$ cat src/rtl/mips_pkg.sv
// rtl/mips_pkg.sv - shared encodings for the multi-cycle MIPS control unit
//
// Purpose: opcode/funct constants, the FSM state encoding, the instruction
// class enum and the datapath select encodings used by multicycle_ctrl and
// instr_class_decode.
// Ports: none (package).
package mips_pkg;

  // Primary opcodes (instr[31:26])
  localparam logic [5:0] OP_RTYPE = 6'h00;
  localparam logic [5:0] OP_JAL   = 6'h03;
  localparam logic [5:0] OP_BEQ   = 6'h04;
  localparam logic [5:0] OP_ORI   = 6'h0D;
  localparam logic [5:0] OP_LUI   = 6'h0F;
  localparam logic [5:0] OP_LW    = 6'h23;
  localparam logic [5:0] OP_SW    = 6'h2B;

  // R-type function codes (instr[5:0])
  localparam logic [5:0] FN_SLL  = 6'h00;
  localparam logic [5:0] FN_JR   = 6'h08;
  localparam logic [5:0] FN_ADDU = 6'h21;
  localparam logic [5:0] FN_SUBU = 6'h23;

  typedef enum logic [2:0] {
    S_FETCH  = 3'd0,
    S_DECODE = 3'd1,
    S_EXEC   = 3'd2,
    S_MEM    = 3'd3,
    S_WB     = 3'd4
  } state_e;

  typedef enum logic [2:0] {
    CLS_RTYPE = 3'd0,
    CLS_ORI   = 3'd1,
    CLS_LUI   = 3'd2,
    CLS_LW    = 3'd3,
    CLS_SW    = 3'd4,
    CLS_BEQ   = 3'd5,
    CLS_JAL   = 3'd6,
    CLS_JR    = 3'd7
  } cls_e;

  // pc_sel
  localparam logic [1:0] PC_SEL_PC4    = 2'd0;
  localparam logic [1:0] PC_SEL_BRANCH = 2'd1;
  localparam logic [1:0] PC_SEL_JUMP   = 2'd2;
  localparam logic [1:0] PC_SEL_REG    = 2'd3;

  // reg_addr_op
  localparam logic [1:0] RA_RD = 2'd0;
  localparam logic [1:0] RA_RT = 2'd1;
  localparam logic [1:0] RA_31 = 2'd2;

  // reg_data_op
  localparam logic [2:0] RD_ALU = 3'd0;
  localparam logic [2:0] RD_DM  = 3'd1;
  localparam logic [2:0] RD_LUI = 3'd2;
  localparam logic [2:0] RD_PC4 = 3'd3;

  // alu_op
  localparam logic [2:0] ALU_ADD = 3'd0;
  localparam logic [2:0] ALU_SUB = 3'd1;
  localparam logic [2:0] ALU_OR  = 3'd2;
  localparam logic [2:0] ALU_SLL = 3'd3;

  // alu_b_op
  localparam logic [2:0] ALUB_READ2 = 3'd0;
  localparam logic [2:0] ALUB_ZEXT  = 3'd1;
  localparam logic [2:0] ALUB_SEXT  = 3'd2;
  localparam logic [2:0] ALUB_SHAMT = 3'd3;

endpackage

$ cat src/rtl/instr_class_decode.sv
// rtl/instr_class_decode.sv - opcode/funct to instruction class and ALU controls
//
// Purpose: purely combinational classification of the captured opcode/funct.
// Ports:
//   opcode_i    in  6  captured instr[31:26]
//   funct_i     in  6  captured instr[5:0]
//   cls_o       out 3  instruction class (cls_e)
//   alu_op_o    out 3  ALU operation for EXEC/MEM/WB
//   alu_b_op_o  out 3  ALU B operand select
//   a1_op_o     out 1  GRF A1 reads rt (sll)
//   illegal_o   out 1  opcode/funct not supported
module instr_class_decode
  import mips_pkg::*;
(
  input  logic [5:0] opcode_i,
  input  logic [5:0] funct_i,
  output cls_e       cls_o,
  output logic [2:0] alu_op_o,
  output logic [2:0] alu_b_op_o,
  output logic       a1_op_o,
  output logic       illegal_o
);

  always_comb begin
    cls_o      = CLS_RTYPE;
    alu_op_o   = ALU_ADD;
    alu_b_op_o = ALUB_READ2;
    a1_op_o    = 1'b0;
    illegal_o  = 1'b0;
    case (opcode_i)
      OP_RTYPE: begin
        case (funct_i)
          FN_ADDU: alu_op_o = ALU_ADD;
          FN_SUBU: alu_op_o = ALU_SUB;
          FN_SLL: begin
            // shift source is rt, amount comes from shamt
            alu_op_o   = ALU_SLL;
            alu_b_op_o = ALUB_SHAMT;
            a1_op_o    = 1'b1;
          end
          FN_JR:   cls_o = CLS_JR;
          default: illegal_o = 1'b1;
        endcase
      end
      OP_ORI: begin
        cls_o      = CLS_ORI;
        alu_op_o   = ALU_OR;
        alu_b_op_o = ALUB_ZEXT;
      end
      OP_LUI: begin
        // result comes straight from {imm,16'b0}; ALU settings are don't-care
        cls_o      = CLS_LUI;
        alu_b_op_o = ALUB_ZEXT;
      end
      OP_LW: begin
        cls_o      = CLS_LW;
        alu_b_op_o = ALUB_SEXT;
      end
      OP_SW: begin
        cls_o      = CLS_SW;
        alu_b_op_o = ALUB_SEXT;
      end
      OP_BEQ: begin
        cls_o    = CLS_BEQ;
        alu_op_o = ALU_SUB;
      end
      OP_JAL:  cls_o = CLS_JAL;
      default: illegal_o = 1'b1;
    endcase
  end

endmodule

$ cat src/rtl/multicycle_ctrl.sv
// rtl/multicycle_ctrl.sv - multi-cycle FETCH/DECODE/EXEC/MEM/WB control unit
//
// Purpose: sequences each instruction through the MIPS datapath and drives
// its select/enable lines; MEM stretches on mem_ready with a timeout.
// Optional feature macro: MULTICYCLE_CTRL_PERF_EN adds cycle_cnt/instr_cnt.
// Ports:
//   clk, reset (sync, active-high)
//   instr[31:0], alu_zero, mem_ready                           inputs
//   ir_en, pc_en, pc_sel[1:0], reg_write, reg_addr_op[1:0],
//   reg_data_op[2:0], a1_op, alu_op[2:0], alu_b_op[2:0],
//   mem_req, mem_write, err_illegal, err_timeout               outputs
//   cycle_cnt[31:0], instr_cnt[31:0]                           perf outputs
module multicycle_ctrl
  import mips_pkg::*;
#(
  parameter int unsigned MEM_TIMEOUT = 16
) (
  input  logic        clk,
  input  logic        reset,
  input  logic [31:0] instr,
  input  logic        alu_zero,
  input  logic        mem_ready,
  output logic        ir_en,
  output logic        pc_en,
  output logic [1:0]  pc_sel,
  output logic        reg_write,
  output logic [1:0]  reg_addr_op,
  output logic [2:0]  reg_data_op,
  output logic        a1_op,
  output logic [2:0]  alu_op,
  output logic [2:0]  alu_b_op,
  output logic        mem_req,
  output logic        mem_write,
  output logic        err_illegal,
  output logic        err_timeout
`ifdef MULTICYCLE_CTRL_PERF_EN
  ,
  output logic [31:0] cycle_cnt,
  output logic [31:0] instr_cnt
`endif
);

  localparam int CW = (MEM_TIMEOUT < 2) ? 1 : $clog2(MEM_TIMEOUT + 1);

  state_e        state_q, state_d;
  logic [5:0]    opcode_q, funct_q;
  logic [CW-1:0] cnt_q, cnt_d;

  cls_e       cls;
  logic [2:0] dec_alu_op, dec_alu_b_op;
  logic       dec_a1_op, dec_illegal;
  logic       timed_out;

  // Only opcode and funct matter here; the rest of the word feeds the datapath.
  logic unused_instr;
  assign unused_instr = ^instr[25:6];

  instr_class_decode u_dec (
    .opcode_i   (opcode_q),
    .funct_i    (funct_q),
    .cls_o      (cls),
    .alu_op_o   (dec_alu_op),
    .alu_b_op_o (dec_alu_b_op),
    .a1_op_o    (dec_a1_op),
    .illegal_o  (dec_illegal)
  );

  assign timed_out = (MEM_TIMEOUT != 0) && (cnt_q == CW'(MEM_TIMEOUT));

  always_comb begin
    state_d     = state_q;
    cnt_d       = cnt_q;
    ir_en       = 1'b0;
    pc_en       = 1'b0;
    pc_sel      = PC_SEL_PC4;
    reg_write   = 1'b0;
    reg_addr_op = RA_RD;
    reg_data_op = RD_ALU;
    a1_op       = 1'b0;
    alu_op      = ALU_ADD;
    alu_b_op    = ALUB_READ2;
    mem_req     = 1'b0;
    mem_write   = 1'b0;
    err_illegal = 1'b0;
    err_timeout = 1'b0;

    if (state_q == S_EXEC || state_q == S_MEM || state_q == S_WB) begin
      alu_op   = dec_alu_op;
      alu_b_op = dec_alu_b_op;
      a1_op    = dec_a1_op;
    end

    case (state_q)
      S_FETCH: begin
        ir_en   = 1'b1;
        state_d = S_DECODE;
      end
      S_DECODE: begin
        if (dec_illegal) begin
          err_illegal = 1'b1;
          pc_en       = 1'b1;
          state_d     = S_FETCH;
        end else if (cls == CLS_JAL) begin
          reg_write   = 1'b1;
          reg_addr_op = RA_31;
          reg_data_op = RD_PC4;
          pc_en       = 1'b1;
          pc_sel      = PC_SEL_JUMP;
          state_d     = S_FETCH;
        end else if (cls == CLS_JR) begin
          pc_en   = 1'b1;
          pc_sel  = PC_SEL_REG;
          state_d = S_FETCH;
        end else begin
          state_d = S_EXEC;
        end
      end
      S_EXEC: begin
        if (cls == CLS_BEQ) begin
          pc_en   = 1'b1;
          pc_sel  = alu_zero ? PC_SEL_BRANCH : PC_SEL_PC4;
          state_d = S_FETCH;
        end else if (cls == CLS_LW || cls == CLS_SW) begin
          cnt_d   = '0;
          state_d = S_MEM;
        end else begin
          state_d = S_WB;
        end
      end
      S_MEM: begin
        // Timeout wins over a late ready: the request is already withdrawn.
        if (timed_out) begin
          err_timeout = 1'b1;
          pc_en       = 1'b1;
          state_d     = S_FETCH;
        end else begin
          mem_req   = 1'b1;
          mem_write = (cls == CLS_SW);
          if (mem_ready) begin
            if (cls == CLS_SW) begin
              pc_en   = 1'b1;
              state_d = S_FETCH;
            end else begin
              state_d = S_WB;
            end
          end else if (MEM_TIMEOUT != 0) begin
            cnt_d = cnt_q + CW'(1);
          end
        end
      end
      S_WB: begin
        reg_write   = 1'b1;
        pc_en       = 1'b1;
        reg_addr_op = (cls == CLS_RTYPE) ? RA_RD : RA_RT;
        reg_data_op = (cls == CLS_LW)  ? RD_DM  :
                      (cls == CLS_LUI) ? RD_LUI : RD_ALU;
        state_d     = S_FETCH;
      end
      default: state_d = S_FETCH;
    endcase

    // Reset masks everything, including an in-flight mem_req.
    if (reset) begin
      ir_en       = 1'b0;
      pc_en       = 1'b0;
      pc_sel      = PC_SEL_PC4;
      reg_write   = 1'b0;
      reg_addr_op = RA_RD;
      reg_data_op = RD_ALU;
      a1_op       = 1'b0;
      alu_op      = ALU_ADD;
      alu_b_op    = ALUB_READ2;
      mem_req     = 1'b0;
      mem_write   = 1'b0;
      err_illegal = 1'b0;
      err_timeout = 1'b0;
    end
  end

  always_ff @(posedge clk) begin
    if (reset) begin
      state_q  <= S_FETCH;
      opcode_q <= '0;
      funct_q  <= '0;
      cnt_q    <= '0;
    end else begin
      state_q <= state_d;
      cnt_q   <= cnt_d;
      if (state_q == S_FETCH) begin
        opcode_q <= instr[31:26];
        funct_q  <= instr[5:0];
      end
    end
  end

`ifdef MULTICYCLE_CTRL_PERF_EN
  logic [31:0] cycle_cnt_q, instr_cnt_q;

  always_ff @(posedge clk) begin
    if (reset) begin
      cycle_cnt_q <= '0;
      instr_cnt_q <= '0;
    end else begin
      cycle_cnt_q <= cycle_cnt_q + 32'd1;
      if (pc_en) instr_cnt_q <= instr_cnt_q + 32'd1;
    end
  end

  assign cycle_cnt = cycle_cnt_q;
  assign instr_cnt = instr_cnt_q;
`endif

endmodule

$ cat config.mk
export PLATFORM = sky130hd
export DESIGN_NAME = multicycle_ctrl
export DESIGN_NICKNAME = d
export VERILOG_FILES = /design/src/rtl/mips_pkg.sv /design/src/rtl/instr_class_decode.sv /design/src/rtl/multicycle_ctrl.sv
export SDC_FILE = /design/constraint.sdc
export NUM_CORES = 1
export LEC_CHECK = 0
export BUFFER_PORTS_ARGS = -buffer_cell sky130_fd_sc_hd__clkbuf_2
export CAP_MARGIN = 30
export CORE_MARGIN = 2
export CORE_UTILIZATION = 27
export CTS_BUF_LIST = sky130_fd_sc_hd__clkbuf_8
export DETAILED_ROUTE_END_ITERATION = 10
export HOLD_SLACK_MARGIN = 0.06
export MAX_ROUTING_LAYER = met4
export PLACE_DENSITY = 0.56
export SLEW_MARGIN = 20
export SYNTH_ARGS = -nofsm -noshare
export SYNTH_HDL_FRONTEND = slang
export SYNTH_HIERARCHICAL = 1
export SYNTH_SLANG_ARGS = --single-unit
$ cat constraint.sdc
create_clock -name clk -period 2.4 [get_ports clk]
set_input_delay 0 -clock clk [delete_from_list [all_inputs] [get_ports clk]]
set_output_delay 0 -clock clk [all_outputs]
set_load 0.02 [all_outputs]
==> impl_metrics.yaml <==
synthesis:
  yosys-top-cells-area: "dfxtp_1 (28%), nand2_1 (10%), a21oi_1 (4.9%), nor3_1 (3.9%), and2_1 (3.1%)"
  synth.most_common_cell: "nand2_1"
  async_flop_share_pct: 0
  ys.flop_type: "dfxtp_1"
  synth_edf_count: 0
  yosysSeqAreaShare_pct: 28.1
  yosys_warnings: 6
  synth_cell_types: 54
  muxShareOfSynthArea_pct: 1.49
  synth_top_cell_by_area: "dfxtp_1"
  yosys.area_share.xor_xnor_pct: 0.614
  synth_top_area_share_pct: 28.1
  synth_compound_area_share_pct: 19.8
  yosys.area_share.simple_pct: 39.2
  synth.avg_cell_area_sq_um: 7.24
  syn_inst: 197
  synthAdderAreaFrac_pct: 1.75
  ys_ff_latch: 20
  ys_top_cells_by_count: "nand2_1 (39), dfxtp_1 (20), a21oi_1 (14)"
  synth_top_family_by_area: "simple AND/OR/NAND/NOR gates"
  netlist_area_sq_um: 1430
global_route:
  grt_util_all_layers_pct: 13.1
  grt_start_max_net_pins: 26
  grt_pass1_wl_mm: 6.31
  gr-total-overflow: 0
  grt_antenna_before_repair: 0
  grt_pass1_vias: 1403
sta:
  worst_pin_slew_ps: 607
  setup_ws_ps: -181
  hold_violations: 0
  finalMaxSlewViolations: 0
  rsz0062_at_grt: "true"
  setup_violations: 13
  skew_ps: 1.84
  max_freq_mhz: 387
  relSlewSlack_pct: 59.5
  finalCritPeriodShare_pct: 108
  period_minus_slack_ps: 2580
power_and_ir_drop:
  ir_drop_mv: 0.220
  p_clk_share_pct: 19.8
  leakage_nw: 0.945
  sequentialPowerShare_pct: 32.2
  p_total_mw: 1.30
  switchingPower_mw: 0.473
  p_per_area_nw_per_um2: 576
  internal_power_mw: 0.823
  p_comb_share_pct: 48.0
  swShare_pct: 36.5
critical_path:
  path_common_cell: "buf_4"
  slowest_delay_ps: 550
  crit_fanout: 5
  end_kind: "output pin"
  cp.arrival_ps: 2580
  critPathLaunchType: "flip-flop"
  critPathKind: "flip-flop to output pin"
  critPathSlowestCell: "or4_4"
  path_cells: "or4_4, nor4b_4, buf_4, nand3_2, nand2_1, buf_6, buf_4, nor2b_4, and3_4, a21boi_2, o32ai_2, buf_4"
  crit_required_ps: 2400
  r2r_setup_slack_ps: -110
cts:
  cts_buffer_depth: 2
  clk_pin_slew_ps: 70
  clk_latency_ps: 260
  cts_tree: "done"
  cts-root-buf: "clkbuf_8"
  htreeDepth: 1
  cts_sinks: 20
  cts_inserted_buffers: 3
layout:
  num_antenna_cells: 0
  fill_cells: 546
  final_util_pct: 44.1
  multiInputGateArea_sq_um: 1070
  drive_above_1_share_pct: 37.9
  final_nets: 303
  area_growth_pct: 57.9
  ff_latch_area_sq_um: 403
detailed_routing:
  dr.first_iter.drc_count: 93
  detail-route-antenna-nets: 0
  drt_pass1_iterations: 6
  vias: 1617
  wl_per_cell_microns: 12.4
  drc: 0
  drt_wl_total_mm: 4.13
  viasPerCell: 4.84
die:
  initial_core_util_pct: 27.9
  rows: 26
  die_x_microns: 76.7
  io-pin-count: 57
  core_sq_um: 5110
  die_h_microns: 76.7
  dieArea_sq_um: 5880
placement:
  portBuffers: 33
  gp_congestion: 0.779
  dp_hpwl_mm: 2.77
run:
  max_cap_viol_count: 0
run_status:
  failed_checks: "negative setup slack"
  status: "complete, but fails checks"
worst_hold_path:
  hold_class: "input pin to flip-flop"
[final timing paths]
check,from,to,cells past startpoint
setup reg to reg,opcode_q[4],cnt_q[0],8
setup / recovery,opcode_q[4],pc_en,12
hold reg to reg,funct_q[1],funct_q[1],2
hold / removal,mem_ready,state_q[2],5
[layout make-up]
| cell class | instances | area share, % |
|---|---|---|
| Multi-Input combinational cell | 153 | 47.6 |
| Timing Repair Buffer | 76 | 26.4 |
| Tap cell | 70 | 3.89 |
| Inverter | 11 | 1.83 |
| Sequential cell | 20 | 17.9 |
| Clock buffer | 4 | 2.44 |
[state kept, by name, indices dropped and copies added, names as in the netlist]
| register | cells |
|---|---|
| opcode_q | 6 |
| cnt_q | 5 |
| state_q | 3 |
| funct_q | 6 |
[kinds of logic after synthesis]
| family | count (synthesis) |
|---|---|
| buffers and inverters | 25 |
| flip-flops | 20 |
| adder cells (fa/ha/maj) | 2 |
| XOR/XNOR | 1 |
| AND/OR/NAND/NOR | 103 |
| multiplexers | 2 |
| other | 2 |
| AO/OA/AOI/OAI | 42 |
[layout by cell type (no fill, tap or decap), drive strengths merged, types with 2 or more instances in the layout]
cell	n
a31oi	7
or4	2
nor4b	2
nand3	9
and2	7
nor3	12
nor2	9
a21oi	15
and3	3
buf	40
nor2b	4
nor3b	2
nand2	39
nand2b	3
conb	3
inv	11
or3b	2
ha	2
clkbuf	28
dlygate4sd3	12
dfxtp	20
nand3b	3
o211ai	2
o22a	2
o21ai	6
[layer usage]
layer / up-vias / GRT usage (%) / wire [microns]
li1: 816 / - / -
met1: 765 / 16.9 / 1860
met2: 34 / 21.1 / 2110
met3: 2 / 1.41 / 117
met4: 0 / 4.91 / 44
met5: - / - / 0
[per-stage QoR]
stage	instance area (sq um)	setup TNS, ps	worst slack (ps)	hold WS, ps	instances
6_report	2250	-887	-181	156	334
4_1_cts	2000	-856	-245	146	325
3_3_place_gp	1770	0	8.10	230	306
5_1_grt	2250	-3200	-325	204	334
2_1_floorplan	1460	-674	-217	136	198
3_5_place_dp	1770	-32.1	-32.1	233	306
[repair_timing]
item                                   CTS  global route
resized for setup                       10            47
setup endpoints to repair               10            15
cloned                                   0             0
pin swaps                                1             5
hold buffers                            12             0
setup buffers                            3            10
endpoints found under the hold margin   12             0
[power by group through the flow]
stage | logic (mW) | registers, mW | clock network [mW]
4_1_cts | 0.482 | 0.409 | 0.266
3_5_place_dp | 0.452 | 0.417 | 0
5_1_grt | 0.680 | 0.423 | 0.274
3_3_place_gp | 0.451 | 0.416 | 0
6_report | 0.622 | 0.417 | 0.257
2_1_floorplan | 0.323 | 0.407 | 0
[critical path: cells and delay by family (launching register included)]
family	cells	cell delay, ps
buf+inv	4	570
compound gates	2	230
flops	1	320
simple gates	6	1200
No activity file was read; power rests on OpenSTA's default activity.
